`src/rtl/cdm_seq_mul_pkg.sv`:
```
// Shared types and helpers for the nibble-serial
// carry-disregard multiplier.
package cdm_pkg;

  typedef enum logic [1:0] {
    IDLE = 2'd0,
    RUN  = 2'd1,
    DONE = 2'd2
  } state_t;

  function automatic int nib_w(input int nib);
    return (nib > 1) ? $clog2(nib) : 1;
  endfunction

  function automatic int cd_level(
    input int   idx,
    input int   nib,
    input int   k_lo,
    input int   k_hi,
    input logic en
  );
    if (!en) return 0;
    return (idx < nib / 2) ? k_lo : k_hi;
  endfunction

endpackage

```
`src/rtl/cdm_seq_mul_if.sv`:
```
// Operand/product handshake bundle for cdm_seq_mul.
// master drives operands and consumes products.
interface cdm_seq_mul_if #(
  parameter int WIDTH = 8
);
  logic               in_valid;
  logic               in_ready;
  logic [WIDTH-1:0]   a;
  logic [WIDTH-1:0]   b;
  logic               approx_en;
  logic               out_valid;
  logic               out_ready;
  logic [2*WIDTH-1:0] r;
  logic               busy;

  modport master (
    output in_valid, a, b, approx_en, out_ready,
    input  in_ready, out_valid, r, busy
  );

  modport slave (
    input  in_valid, a, b, approx_en, out_ready,
    output in_ready, out_valid, r, busy
  );
endinterface

```
`src/rtl/cdm_seq_mul_pp.sv`:
```
// WIDTH x 4 carry-disregard partial product: columns
// below k keep only their parity, the rest sum exactly.
module cd_nibble_pp #(
  parameter int WIDTH = 8,
  parameter int KW    = $clog2(WIDTH + 4) + 1
) (
  input  logic [WIDTH-1:0] a,
  input  logic [3:0]       b_nib,
  input  logic [KW-1:0]    k,
  output logic [WIDTH+3:0] pp
);
  localparam int C = WIDTH + 4;

  // a column holds at most four partial bits
  logic [2:0]   cnt [C];
  logic [C-1:0] lo;
  logic [C-1:0] hi;

  always_comb begin
    for (int c = 0; c < C; c++) begin
      cnt[c] = '0;
    end
    for (int j = 0; j < WIDTH; j++) begin
      for (int q = 0; q < 4; q++) begin
        cnt[j+q] = cnt[j+q]
                 + {2'b00, a[j] & b_nib[q]};
      end
    end
    lo = '0;
    hi = '0;
    for (int c = 0; c < C; c++) begin
      if (c < int'(k)) begin
        lo[c] = cnt[c][0];
      end else begin
        hi = hi
           + ({{(C-3){1'b0}}, cnt[c]} << c);
      end
    end
    pp = lo + hi;
  end

endmodule

```
`src/rtl/cdm_seq_mul.sv`:
```
// Nibble-serial carry-disregard multiplier: scans B one
// nibble per clock and accumulates partial products exactly.
module cdm_seq_mul
  import cdm_pkg::*;
#(
  parameter int WIDTH = 8,
  parameter int K_LO  = 7,
  parameter int K_HI  = 3
) (
  input logic         clk,
  input logic         rst,
  cdm_seq_mul_if.slave bus
);
  localparam int NIB = WIDTH / 4;
  localparam int NW  = nib_w(NIB);
  localparam int KW  = $clog2(WIDTH + 4) + 1;
  localparam int AW  = 2 * WIDTH;

  state_t state;
  state_t state_nx;

  logic [WIDTH-1:0] a_q;
  logic [WIDTH-1:0] b_q;
  logic             en_q;
  logic [NW-1:0]    idx;
  logic [AW-1:0]    acc;
  logic [AW-1:0]    acc_nx;
  logic [AW-1:0]    r_q;
  logic [3:0]       b_nib;
  logic [KW-1:0]    k;
  logic [WIDTH+3:0] pp;
  logic             accept;
  logic             last;

  assign b_nib  = 4'(b_q >> {idx, 2'b00});
  assign k      = KW'(cd_level(int'(idx), NIB,
                               K_LO, K_HI, en_q));
  assign last   = (idx == NW'(NIB - 1));
  assign accept = bus.in_valid & bus.in_ready;
  assign acc_nx = acc
                + ({{(WIDTH-4){1'b0}}, pp}
                   << {idx, 2'b00});
  assign bus.r  = r_q;

  cd_nibble_pp #(
    .WIDTH (WIDTH),
    .KW    (KW)
  ) u_pp (
    .a     (a_q),
    .b_nib (b_nib),
    .k     (k),
    .pp    (pp)
  );

  always_ff @(posedge clk or posedge rst) begin
    if (rst) state <= IDLE;
    else     state <= state_nx;
  end

  always_comb begin
    state_nx = state;
    unique case (state)
      IDLE: if (bus.in_valid) state_nx = RUN;
      RUN:  if (last)         state_nx = DONE;
      DONE: begin
        if (bus.out_ready) begin
          state_nx = bus.in_valid ? RUN : IDLE;
        end
      end
      default: state_nx = IDLE;
    endcase
  end

  always_comb begin
    bus.in_ready  = 1'b0;
    bus.out_valid = 1'b0;
    bus.busy      = 1'b0;
    unique case (1'b1)
      (state == IDLE): bus.in_ready = 1'b1;
      (state == RUN):  bus.busy     = 1'b1;
      (state == DONE): begin
        bus.out_valid = 1'b1;
        bus.in_ready  = bus.out_ready;
      end
      default: ;
    endcase
  end

  // r is written only on the last RUN edge
  always_ff @(posedge clk or posedge rst) begin
    if (rst) begin
      a_q  <= '0;
      b_q  <= '0;
      en_q <= 1'b0;
      idx  <= '0;
      acc  <= '0;
      r_q  <= '0;
    end else if (accept) begin
      a_q  <= bus.a;
      b_q  <= bus.b;
      en_q <= bus.approx_en;
      idx  <= '0;
      acc  <= '0;
    end else if (state == RUN) begin
      acc <= acc_nx;
      idx <= idx + NW'(1);
      if (last) r_q <= acc_nx;
    end
  end

endmodule
```
`src/flat_wrapper.sv`:
```
// flat-port wrapper written by rule: the top's interface ports become plain ports
module cdm_seq_mul_flat import cdm_pkg::*;
#(
  parameter int WIDTH = 8,
  parameter int K_LO  = 7,
  parameter int K_HI  = 3
)
  (clk, rst, bus_in_valid, bus_a, bus_b, bus_approx_en, bus_out_ready, bus_in_ready, bus_out_valid, bus_r, bus_busy);
  cdm_seq_mul_if #(.WIDTH(WIDTH)) bus_i ();
  input logic clk;
  input logic rst;
  input wire logic [$bits(bus_i.in_valid)-1:0] bus_in_valid;
  input wire logic [$bits(bus_i.a)-1:0] bus_a;
  input wire logic [$bits(bus_i.b)-1:0] bus_b;
  input wire logic [$bits(bus_i.approx_en)-1:0] bus_approx_en;
  input wire logic [$bits(bus_i.out_ready)-1:0] bus_out_ready;
  output wire logic [$bits(bus_i.in_ready)-1:0] bus_in_ready;
  output wire logic [$bits(bus_i.out_valid)-1:0] bus_out_valid;
  output wire logic [$bits(bus_i.r)-1:0] bus_r;
  output wire logic [$bits(bus_i.busy)-1:0] bus_busy;
  assign bus_i.in_valid = bus_in_valid;
  assign bus_i.a = bus_a;
  assign bus_i.b = bus_b;
  assign bus_i.approx_en = bus_approx_en;
  assign bus_i.out_ready = bus_out_ready;
  assign bus_in_ready = bus_i.in_ready;
  assign bus_out_valid = bus_i.out_valid;
  assign bus_r = bus_i.r;
  assign bus_busy = bus_i.busy;
  cdm_seq_mul #(.WIDTH(WIDTH), .K_LO(K_LO), .K_HI(K_HI)) u_core (.clk(clk), .rst(rst), .bus(bus_i));
endmodule
```
`config.mk`:
```
export PLATFORM = sky130hd
export DESIGN_NAME = cdm_seq_mul_flat
export DESIGN_NICKNAME = d
export VERILOG_FILES = /design/src/rtl/cdm_seq_mul_pkg.sv /design/src/rtl/cdm_seq_mul_if.sv /design/src/rtl/cdm_seq_mul_pp.sv /design/src/rtl/cdm_seq_mul.sv /design/src/flat_wrapper.sv
export SDC_FILE = /design/constraint.sdc
export NUM_CORES = 1
export LEC_CHECK = 0
export ABC_AREA = 0
export CAP_MARGIN = 30
export CORE_MARGIN = 2
export CORE_UTILIZATION = 55
export DETAILED_ROUTE_END_ITERATION = 10
export PLACE_DENSITY = 0.77
export SLEW_MARGIN = 15
export SYNTH_ARGS = -nofsm -noshare
export SYNTH_HDL_FRONTEND = slang
export SYNTH_SLANG_ARGS = --single-unit
```
`constraint.sdc`:
```
create_clock -name clk -period 18 [get_ports clk]
set_input_delay 1.8 -clock clk [delete_from_list [all_inputs] [get_ports clk]]
set_output_delay 1.8 -clock clk [all_outputs]
set_load 0.02 [all_outputs]
```
==> impl_metrics.csv, run 1 <==
group,metric,value,unit
place,port_buffers,39,
synth,syn_area_per_cell,8.817,um^2
setup_path,startpoint_type,"flop",
detailed_routing,vias,3463,
sta,tightest_slew,748.3,ps
detailed_routing,drt-total-wl,9138,um
sta,maxSlewHeadroom,50.12,%
sta,rsz0062_at_grt,"false",
synth,ys_ff_latch,52,
floorplan,ios,40,
setup_path,crit_path_top_delay_cell,"mux2i_1",
floorplan,die_y,92.99,um
global_route,overflow,0,
global_route,grt_pass1_wl,15970,um
cells_and_area,register_area,1301,um^2
cells_and_area,final_common_cell,"nand2_1",
sta,period_share,58.00,%
cells_and_area,nFillCells,677,
clock_network,cts-root-buf,"clkbuf_8",
clock_network,cts_buffer_depth,2,
global_route,grtUsageTotal,22.65,%
clock_network,cts_resized,0,
sta,finalCriticalPeriod,10440,ps
setup_path,critPathMaxFanout,29,
floorplan,core,7687,um^2
global_route,grt_pass1_vias,3464,
clock_network,cts_htree_levels,2,
sta,fin_worst_skew,8.364,ps
global_route,grt_antenna_before_repair,0,
detailed_routing,drt_first_iter_violations,151,
detailed_routing,drc,0,
place,place_hpwl,7046,um
global_route,grt_max_degree,53,
detailed_routing,wire_per_inst,14.48,um
clock_network,path_clk_slew,100,ps
synth,synth_area,4355,um^2
setup_path,max_stage_delay,610,ps
floorplan,die_area,8647,um^2
clock_network,cts.sinks,52,
flow_run,cap_violations,0,
floorplan,initial_utilization,56.66,%
cells_and_area,antenna_cells,0,
detailed_routing,via_per_inst,5.488,
setup_path,end_kind,"flop",
clock_network,cts_buffers,5,
sta,finalMaxSlewViolations,0,
hold_path,hp-class,"reg2reg",
cells_and_area,multi_input_area,2915,um^2
floorplan,die_w,92.99,um
place,gp_congestion,0.8362,
sta,setup_tns,0,ps
synth,synth_fp_nets,582,
setup_path,worstPathArrival,10670,ps
cells_and_area,syn_to_final_growth,13.76,%
floorplan,num_rows,32,
synth,ys_seq_area_share,29.88,%
setup_path,worstSetupPathType,"reg2reg",
clock_network,cts_setup_buffers,0,
outcome,status,"completed",
cells_and_area,fin_nets,616,
clock_network,tritoncts,"yes",
sta,fmax,95.79,MHz
synth,syn_inst,494,
sta,setup_viol,0,
clock_network,ctsHoldBuffers,0,
detailed_routing,drt_pre_antenna_iters,4,
clock_network,insertion_delay,310,ps
synth,synth.distinct_cells,44,
setup_path,path_common_cell,"ha_1",
setup_path,worstPathRequired,18230,ps
cells_and_area,final_cell_mix,"nand2_1, ha_1, dfrtp_1, nor2b_1, clkdlybuf4s50_1",
detailed_routing,ant_nets,0,
synth,ys_warn_count,0,
sta,hold_viol,0,
cells_and_area,drive_gt1_share,4.159,%
## area by class of cell
class | instances | share of cell area [%]
clock buffer | 6 | 1.667
clock inverter | 2 | 0.2778
inverter | 17 | 1.288
multi-input combinational | 407 | 58.84
sequential | 52 | 26.26
tap | 102 | 2.576
timing repair buffer | 45 | 9.091
## flip-flops by register name, indices dropped and copies added (netlist names)
name / flops
u_core.bus.r: 16
u_core.en_q: 1
u_core.a_q: 8
u_core.idx: 1
u_core.state: 2
u_core.b_q: 8
u_core.acc: 16
## through the flow
step                instances  setup slack (ps)  util, %  hold slack, ps  area [um^2]
finish                    631              7561    64.45           487.6         4955
CTS                       631              7563    64.45           497.0         4955
floorplan                 494              8396        -           445.0         4355
detailed placement        623              7651    63.20           472.8         4858
global route              631              6951    64.45           520.1         4955
global placement          621              8048    62.81           466.0         4828
## worst max-delay path: cells and delay by family (launching register included)
family                   cells  cell delay [ps]
AO/OA/AOI/OAI                5              760
XOR/XNOR                     1              250
adder cells (fa/ha/maj)     19             6080
buffers and inverters        4              460
flip-flops                   1              340
multiplexers                 2              830
AND/OR/NAND/NOR              9             1610
## synthesized netlist by cell type (all sizes together)
library cell	n	share of area, %
nand2	82	7.1
dfrtp	52	30
ha	52	15
nor2b	45	6.5
o21ai	42	4.8
nand3	26	3.0
nor2	21	1.8
a21oi	20	2.3
inv	17	1.5
clkbuf	16	1.4
fa	15	6.9
xnor2	15	3.0
nand2b	13	1.9
xor2	13	2.6
a21o	10	1.7
mux2i	10	2.3
a31oi	5	0.72
and2	5	0.72
nor3	4	0.46
or4	4	0.69
a211oi	3	0.75
nor3b	3	0.63
o21a	3	0.55
o31ai	3	0.52
buf	2	0.34
a21boi	1	0.17
a221oi	1	0.34
a22o	1	0.20
a2bb2oi	1	0.20
a41oi	1	0.20
and4	1	0.26
mux2	1	0.26
nand3b	1	0.17
o211a	1	0.23
o211ai	1	0.17
or3	1	0.14
or4b	1	0.23
xnor3	1	0.52
## cells by family after synthesis
family | after synthesis | share of synthesized area (%)
compound gates | 93 | 12.90
xor+xnor | 29 | 6.148
fa+ha+maj | 67 | 21.83
buf+inv | 35 | 3.189
flops | 52 | 29.88
mux | 11 | 2.557
simple gates | 207 | 23.50
## routing by layer
layer / GRT usage, % / part of all wire (%) / up-vias
met2: 38.71 / 49 / 53
li1: - / - / 1757
met5: 0 / 0 / -
met3: 2.740 / 2.5 / 11
met4: 5.025 / 1.2 / 0
met1: 31.06 / 47 / 1642
## worst paths after layout
kind / startpoint / to / slack, ps / depth (start not counted)
max: u_core.idx / u_core.bus.r[15] / 7560 / 40
min: u_core.bus.r[2] / u_core.bus.r[2] / 490 / 2
max reg2reg: u_core.idx / u_core.bus.r[15] / 7560 / 40
min reg2reg: u_core.bus.r[2] / u_core.bus.r[2] / 490 / 2
max in group asynchronous: rst / u_core.b_q[5] / 15580 / 3
min in group asynchronous: rst / u_core.bus.r[3] / 1980 / 3
Power of run 1 is left out: the tool's default activity adds up to more than one toggle a clock period on the data nets, which glitch-free logic cannot reach.
==> run 2, diff against run 1 <==
--- a/config.mk
+++ b/config.mk
@@ -8,7 +8,7 @@
 export ABC_AREA = 0
 export CAP_MARGIN = 30
 export CORE_MARGIN = 2
-export CORE_UTILIZATION = 55
+export CORE_UTILIZATION = 53
 export DETAILED_ROUTE_END_ITERATION = 10
 export PLACE_DENSITY = 0.77
 export SLEW_MARGIN = 15
==> constraint.sdc (replaced) <==
create_clock -name clk -period 9.15 [get_ports clk]
set_input_delay 0.915 -clock clk [delete_from_list [all_inputs] [get_ports clk]]
set_output_delay 0.915 -clock clk [all_outputs]
set_load 0.02 [all_outputs]
==> run 2 against run 1 <==
Compared with the run above: the run now ends with negative setup slack left; design area is 12% higher; global-route usage rose by 2.2 points; sequential share of layout area fell by 2.8 points; core utilization grew 4.3 points; critical path depth is 1 lower; critical path type unchanged; highest routed layer unchanged.
==> impl_metrics.csv, run 2 (synthesis gave the netlist of run 1 again) <==
group,metric,value,unit
clock_network,cts-root-buf,"clkbuf_8",
detailed_routing,wire_per_inst,15.27,um
sta,period_share,104.1,%
clock_network,path_clk_slew,100,ps
sta,maxSlewHeadroom,48.72,%
sta,fin_worst_skew,9.853,ps
setup_path,crit_path_top_delay_cell,"dfrtp_2",
setup_path,timing.rr.end,"u_core.acc[15]",
detailed_routing,vias,3695,
clock_network,ctsHoldBuffers,0,
setup_path,worstPathArrival,9760,ps
floorplan,die_w,94.65,um
setup_path,startpoint_type,"flop",
detailed_routing,drc,0,
sta,fmax,105.0,MHz
setup_path,path_common_cell,"fa_1",
sta,setup_tns,-1120,ps
global_route,grt_antenna_before_repair,0,
cells_and_area,final_util,68.74,%
floorplan,die_y,94.65,um
setup_path,rr_startpoint,"u_core.idx",
detailed_routing,drt_pre_antenna_iters,4,
clock_network,cts.sinks,52,
floorplan,initial_utilization,53.82,%
clock_network,cts_htree_levels,2,
hold_path,hp-class,"reg2reg",
place,gp_congestion,0.8704,
cells_and_area,fin_nets,662,
detailed_routing,drt_first_iter_violations,169,
setup_path,reg2regPathDepth,39,
sta,rsz0062_at_grt,"true",
hold_path,hold_end,"u_core.bus.r[6]",
clock_network,insertion_delay,310,ps
setup_path,crit_family,"adder cells",
floorplan,ios,40,
sta,finalCriticalPeriod,9526,ps
place,place_hpwl,7348,um
global_route,grt_pass1_vias,3872,
sta,setup_slack,-375.9,ps
cells_and_area,antenna_cells,0,
sta,tightest_slew,769.2,ps
cells_and_area,nFillCells,618,
floorplan,die_area,8959,um^2
clock_network,cts_buffers,5,
setup_path,cp.buffers_inverters,3,
cells_and_area,final_common_cell,"nand2_1",
setup_path,reg2reg_slack,-380,ps
floorplan,num_rows,33,
detailed_routing,ant_nets,0,
setup_path,worstPathRequired,9390,ps
hold_path,hp-start,"u_core.bus.r[6]",
setup_path,end_kind,"flop",
sta,hold_viol,0,
setup_path,worstSetupPathType,"reg2reg",
place,port_buffers,39,
sta,hold-worst-slack,493.9,ps
setup_path,critPathMaxFanout,5,
outcome,status,"finished, violations left",
cells_and_area,syn_to_final_growth,27.72,%
detailed_routing,via_per_inst,5.450,
sta,setup_viol,8,
hold_path,min_path_cells,2,
global_route,grt_max_degree,53,
cells_and_area,drive_gt1_share,18.32,%
global_route,overflow,0,
global_route,grt_pass1_wl,17790,um
detailed_routing,drt-total-wl,10360,um
setup_path,max_stage_delay,500,ps
clock_network,tritoncts,"yes",
cells_and_area,final_cell_mix,"nand2_1, dfrtp_1, buf_4, ha_1",
global_route,grtUsageTotal,24.89,%
outcome,violations,"negative setup slack",
clock_network,cts_buffer_depth,2,
floorplan,core,8093,um^2
sta,finalMaxSlewViolations,0,
flow_run,cap_violations,0,
[run 2: cell types whose count changed in the layout (fill, tap and decap cells not counted), moves of 4 or more]
cell / before / now
nor2b_1: 45 / 39
ha_2: 0 / 7
ha_1: 52 / 40
buf_4: 4 / 48
ha_4: 0 / 5
nor2b_2: 0 / 4
o21ai_2: 0 / 4
[run 2: worst max-delay path by stage]
stage	start	end	slack, ps	depth (start not counted)
3_5_place_dp	u_core.idx	u_core.bus.r[15]	-580	39
5_1_grt	u_core.idx	u_core.acc[15]	-740	39
4_1_cts	u_core.idx	u_core.bus.r[15]	-430	39
3_3_place_gp	u_core.idx	u_core.bus.r[15]	-360	39
2_1_floorplan	u_core.idx	u_core.bus.r[15]	-40	40
6_report	u_core.idx	u_core.acc[15]	-380	39
[run 2: layout make-up]
type | count | area [um^2] | share of cell area [%]
Clock inverter | 1 | 30.03 | 0.5398
Clock buffer | 5 | 68.82 | 1.237
Sequential cell | 52 | 1303 | 23.41
Multi-Input combinational cell | 407 | 3154 | 56.70
Inverter | 17 | 63.81 | 1.147
Tap cell | 105 | 131.4 | 2.362
Timing Repair Buffer | 91 | 812.0 | 14.60
[run 2: repair_timing]
| item | in CTS | in global routing |
|---|---|---|
| setup endpoints to repair | 10 | 11 |
| endpoints found under the hold margin | 0 | 0 |
| resized for setup | 8 | 27 |
| pin swaps | 16 | 18 |
| cloned | 0 | 0 |
| setup buffers | 14 | 5 |
[run 2: metal layers]
layer / up-vias / GRT usage (%) / part of all wire [%] / wire length, um
met4: 0 / 6.280 / 1.2 / 125
met1: 1768 / 32.89 / 46 / 4737
met2: 70 / 43.44 / 49 / 5121
met5: - / 0 / 0 / 0
met3: 11 / 2.953 / 3.6 / 372
li1: 1846 / - / - / -
[run 2: worst min-delay path, cell delays in order, from the launching register on]
cell and delay [ps]:
dfrtp_1 360, nand2_1 40, o21ai_0 60
[run 2: stage by stage]
stage / instance area (um^2) / setup WS (ps) / cells
after detailed placement: 5139 / -581.8 / 652
final: 5563 / -375.9 / 678
after global routing: 5563 / -744.5 / 678
after floorplan: 4442 / -43.51 / 494
after global placement: 5111 / -363.6 / 651
after CTS: 5375 / -428.0 / 672
Power of run 2 is left out for the same reason.
==> run 3, diff against run 2 <==
--- a/config.mk
+++ b/config.mk
@@ -11,6 +11,7 @@
 export CORE_UTILIZATION = 53
 export DETAILED_ROUTE_END_ITERATION = 10
 export PLACE_DENSITY = 0.77
+export SKIP_CTS_REPAIR_TIMING = 1
 export SLEW_MARGIN = 15
 export SYNTH_ARGS = -nofsm -noshare
 export SYNTH_HDL_FRONTEND = slang
==> run 3 against run 2 <==
Compared with the run above: the run still ends with negative setup slack left; non-clock buffer count fell by 10; sequential share of layout area is 0.33 points higher; via count fell by 1.3%; flip-flop and latch count unchanged; core utilization fell by 0.94 points; critical path depth unchanged; largest cell class unchanged.
==> impl_metrics.csv, run 3 (synthesis gave the netlist of run 1 again) <==
group,metric,value,unit
sta,fin_worst_skew,3.827,ps
detailed_routing,ant_nets,0,
floorplan,core,8093,um^2
global_route,grtUsageTotal,24.06,%
floorplan,die_area,8959,um^2
setup_path,reg2reg_slack,-390,ps
outcome,status,"finished, violations left",
setup_path,rr_startpoint,"u_core.idx",
setup_path,timing.rr.end,"u_core.bus.r[15]",
hold_path,hp-class,"reg2reg",
clock_network,cts_htree_levels,2,
clock_network,insertion_delay,310,ps
setup_path,crit_path_top_delay_cell,"dfrtp_2",
setup_path,end_kind,"flop",
cells_and_area,final_common_cell,"nand2_1",
sta,rsz0062_at_grt,"true",
detailed_routing,drc,0,
clock_network,cts_buffer_depth,2,
cells_and_area,nFillCells,646,
global_route,overflow,0,
floorplan,die_y,94.65,um
place,place_hpwl,7348,um
cells_and_area,syn_to_final_growth,25.97,%
sta,tightest_slew,757.1,ps
global_route,grt_antenna_before_repair,0,
sta,maxSlewHeadroom,49.53,%
setup_path,worstPathArrival,9780,ps
clock_network,path_clk_slew,100,ps
cells_and_area,drive_gt1_share,16.34,%
setup_path,max_stage_delay,500,ps
place,gp_congestion,0.8704,
setup_path,reg2regPathDepth,39,
place,dp_cells,652,
floorplan,num_rows,33,
global_route,grt_pass1_wl,17230,um
detailed_routing,via_per_inst,5.460,
clock_network,cts.sinks,52,
sta,hold_viol,0,
detailed_routing,drt_first_iter_violations,147,
setup_path,worstSetupPathType,"reg2reg",
sta,fmax,104.8,MHz
sta,setup_viol,6,
floorplan,initial_utilization,53.82,%
cells_and_area,final_cell_mix,"nand2_1, dfrtp_1, nor2b_1",
setup_path,startpoint_type,"flop",
detailed_routing,drt_pre_antenna_iters,4,
outcome,violations,"negative setup slack",
setup_path,path_common_cell,"fa_1",
sta,period_share,104.3,%
hold_path,min_path_cells,2,
hold_path,hold_end,"u_core.b_q[3]",
detailed_routing,wire_per_inst,15.10,um
clock_network,tritoncts,"yes",
global_route,grt_pass1_vias,3791,
hold_path,hp-start,"u_core.b_q[3]",
cells_and_area,antenna_cells,0,
flow_run,cap_violations,0,
detailed_routing,vias,3647,
clock_network,cts_buffers,5,
place,port_buffers,39,
global_route,grt_max_degree,53,
sta,setup_slack,-391.6,ps
floorplan,die_w,94.65,um
cells_and_area,stdcell_count,668,
clock_network,cts-root-buf,"clkbuf_8",
detailed_routing,drt-total-wl,10090,um
cells_and_area,fin_nets,652,
sta,finalMaxSlewViolations,0,
floorplan,ios,40,
sta,finalCriticalPeriod,9542,ps
setup_path,critPathMaxFanout,5,
setup_path,worstPathRequired,9380,ps
-- run 3: cell types whose count changed in the layout (fill, tap and decap cells not counted), moves of 2 or more --
cell / previous run / this run
buf_4: 48 / 39
o21ai_1: 14 / 17
xnor2_1: 13 / 11
o21ai_2: 4 / 1
-- run 3: how the worst max path moves through the flow --
stage          slack [ps]          endpoint       start  cells after the start
2_1_floorplan         -40  u_core.bus.r[15]  u_core.idx                     40
4_1_cts              -630  u_core.bus.r[15]  u_core.idx                     39
3_5_place_dp         -580  u_core.bus.r[15]  u_core.idx                     39
6_report             -390  u_core.bus.r[15]  u_core.idx                     39
3_3_place_gp         -360  u_core.bus.r[15]  u_core.idx                     39
5_1_grt              -790  u_core.bus.r[15]  u_core.idx                     39
-- run 3: per-stage QoR --
stage | hold WS [ps] | util [%] | cell area [um^2] | TNS (ps) | setup WS [ps]
CTS | 486.3 | 64.72 | 5238 | -3258 | -631.4
floorplan | 445.0 | - | 4442 | -86.81 | -43.51
finish | 484.4 | 67.80 | 5487 | -1039 | -391.6
global route | 506.8 | 67.80 | 5487 | -4231 | -789.4
global placement | 464.5 | 63.16 | 5111 | -1501 | -363.6
detailed placement | 462.6 | 63.50 | 5139 | -2575 | -581.8
-- run 3: per-layer routing --
| layer | track usage (%) | vias up | part of all wire, % |
|---|---|---|---|
| met1 | 32.13 | 1753 | 46 |
| li1 | - | 1824 | - |
| met2 | 41.78 | 62 | 50 |
| met4 | 5.918 | 0 | 0.82 |
| met5 | 0 | - | 0 |
| met3 | 2.713 | 8 | 3.5 |
-- run 3: critical path, delay by kind of cell, from the launching register on --
kind,cells,cell delay [ps]
compound gates,5,740
xor+xnor,1,260
fa+ha+maj,19,5790
buf+inv,3,110
flops,1,500
mux,2,510
simple gates,9,1530
-- run 3: area by class of cell --
class / instances / area (um^2) / area share [%]
multi-input cells: 407 / 3157 / 57.54
flip-flops and latches: 52 / 1303 / 23.74
repair buffers: 81 / 733.2 / 13.36
well taps: 105 / 131.4 / 2.395
clock buffers: 5 / 68.82 / 1.254
inverters: 17 / 63.81 / 1.163
clock inverters: 1 / 30.03 / 0.5473
Power of run 3 is left out for the same reason.
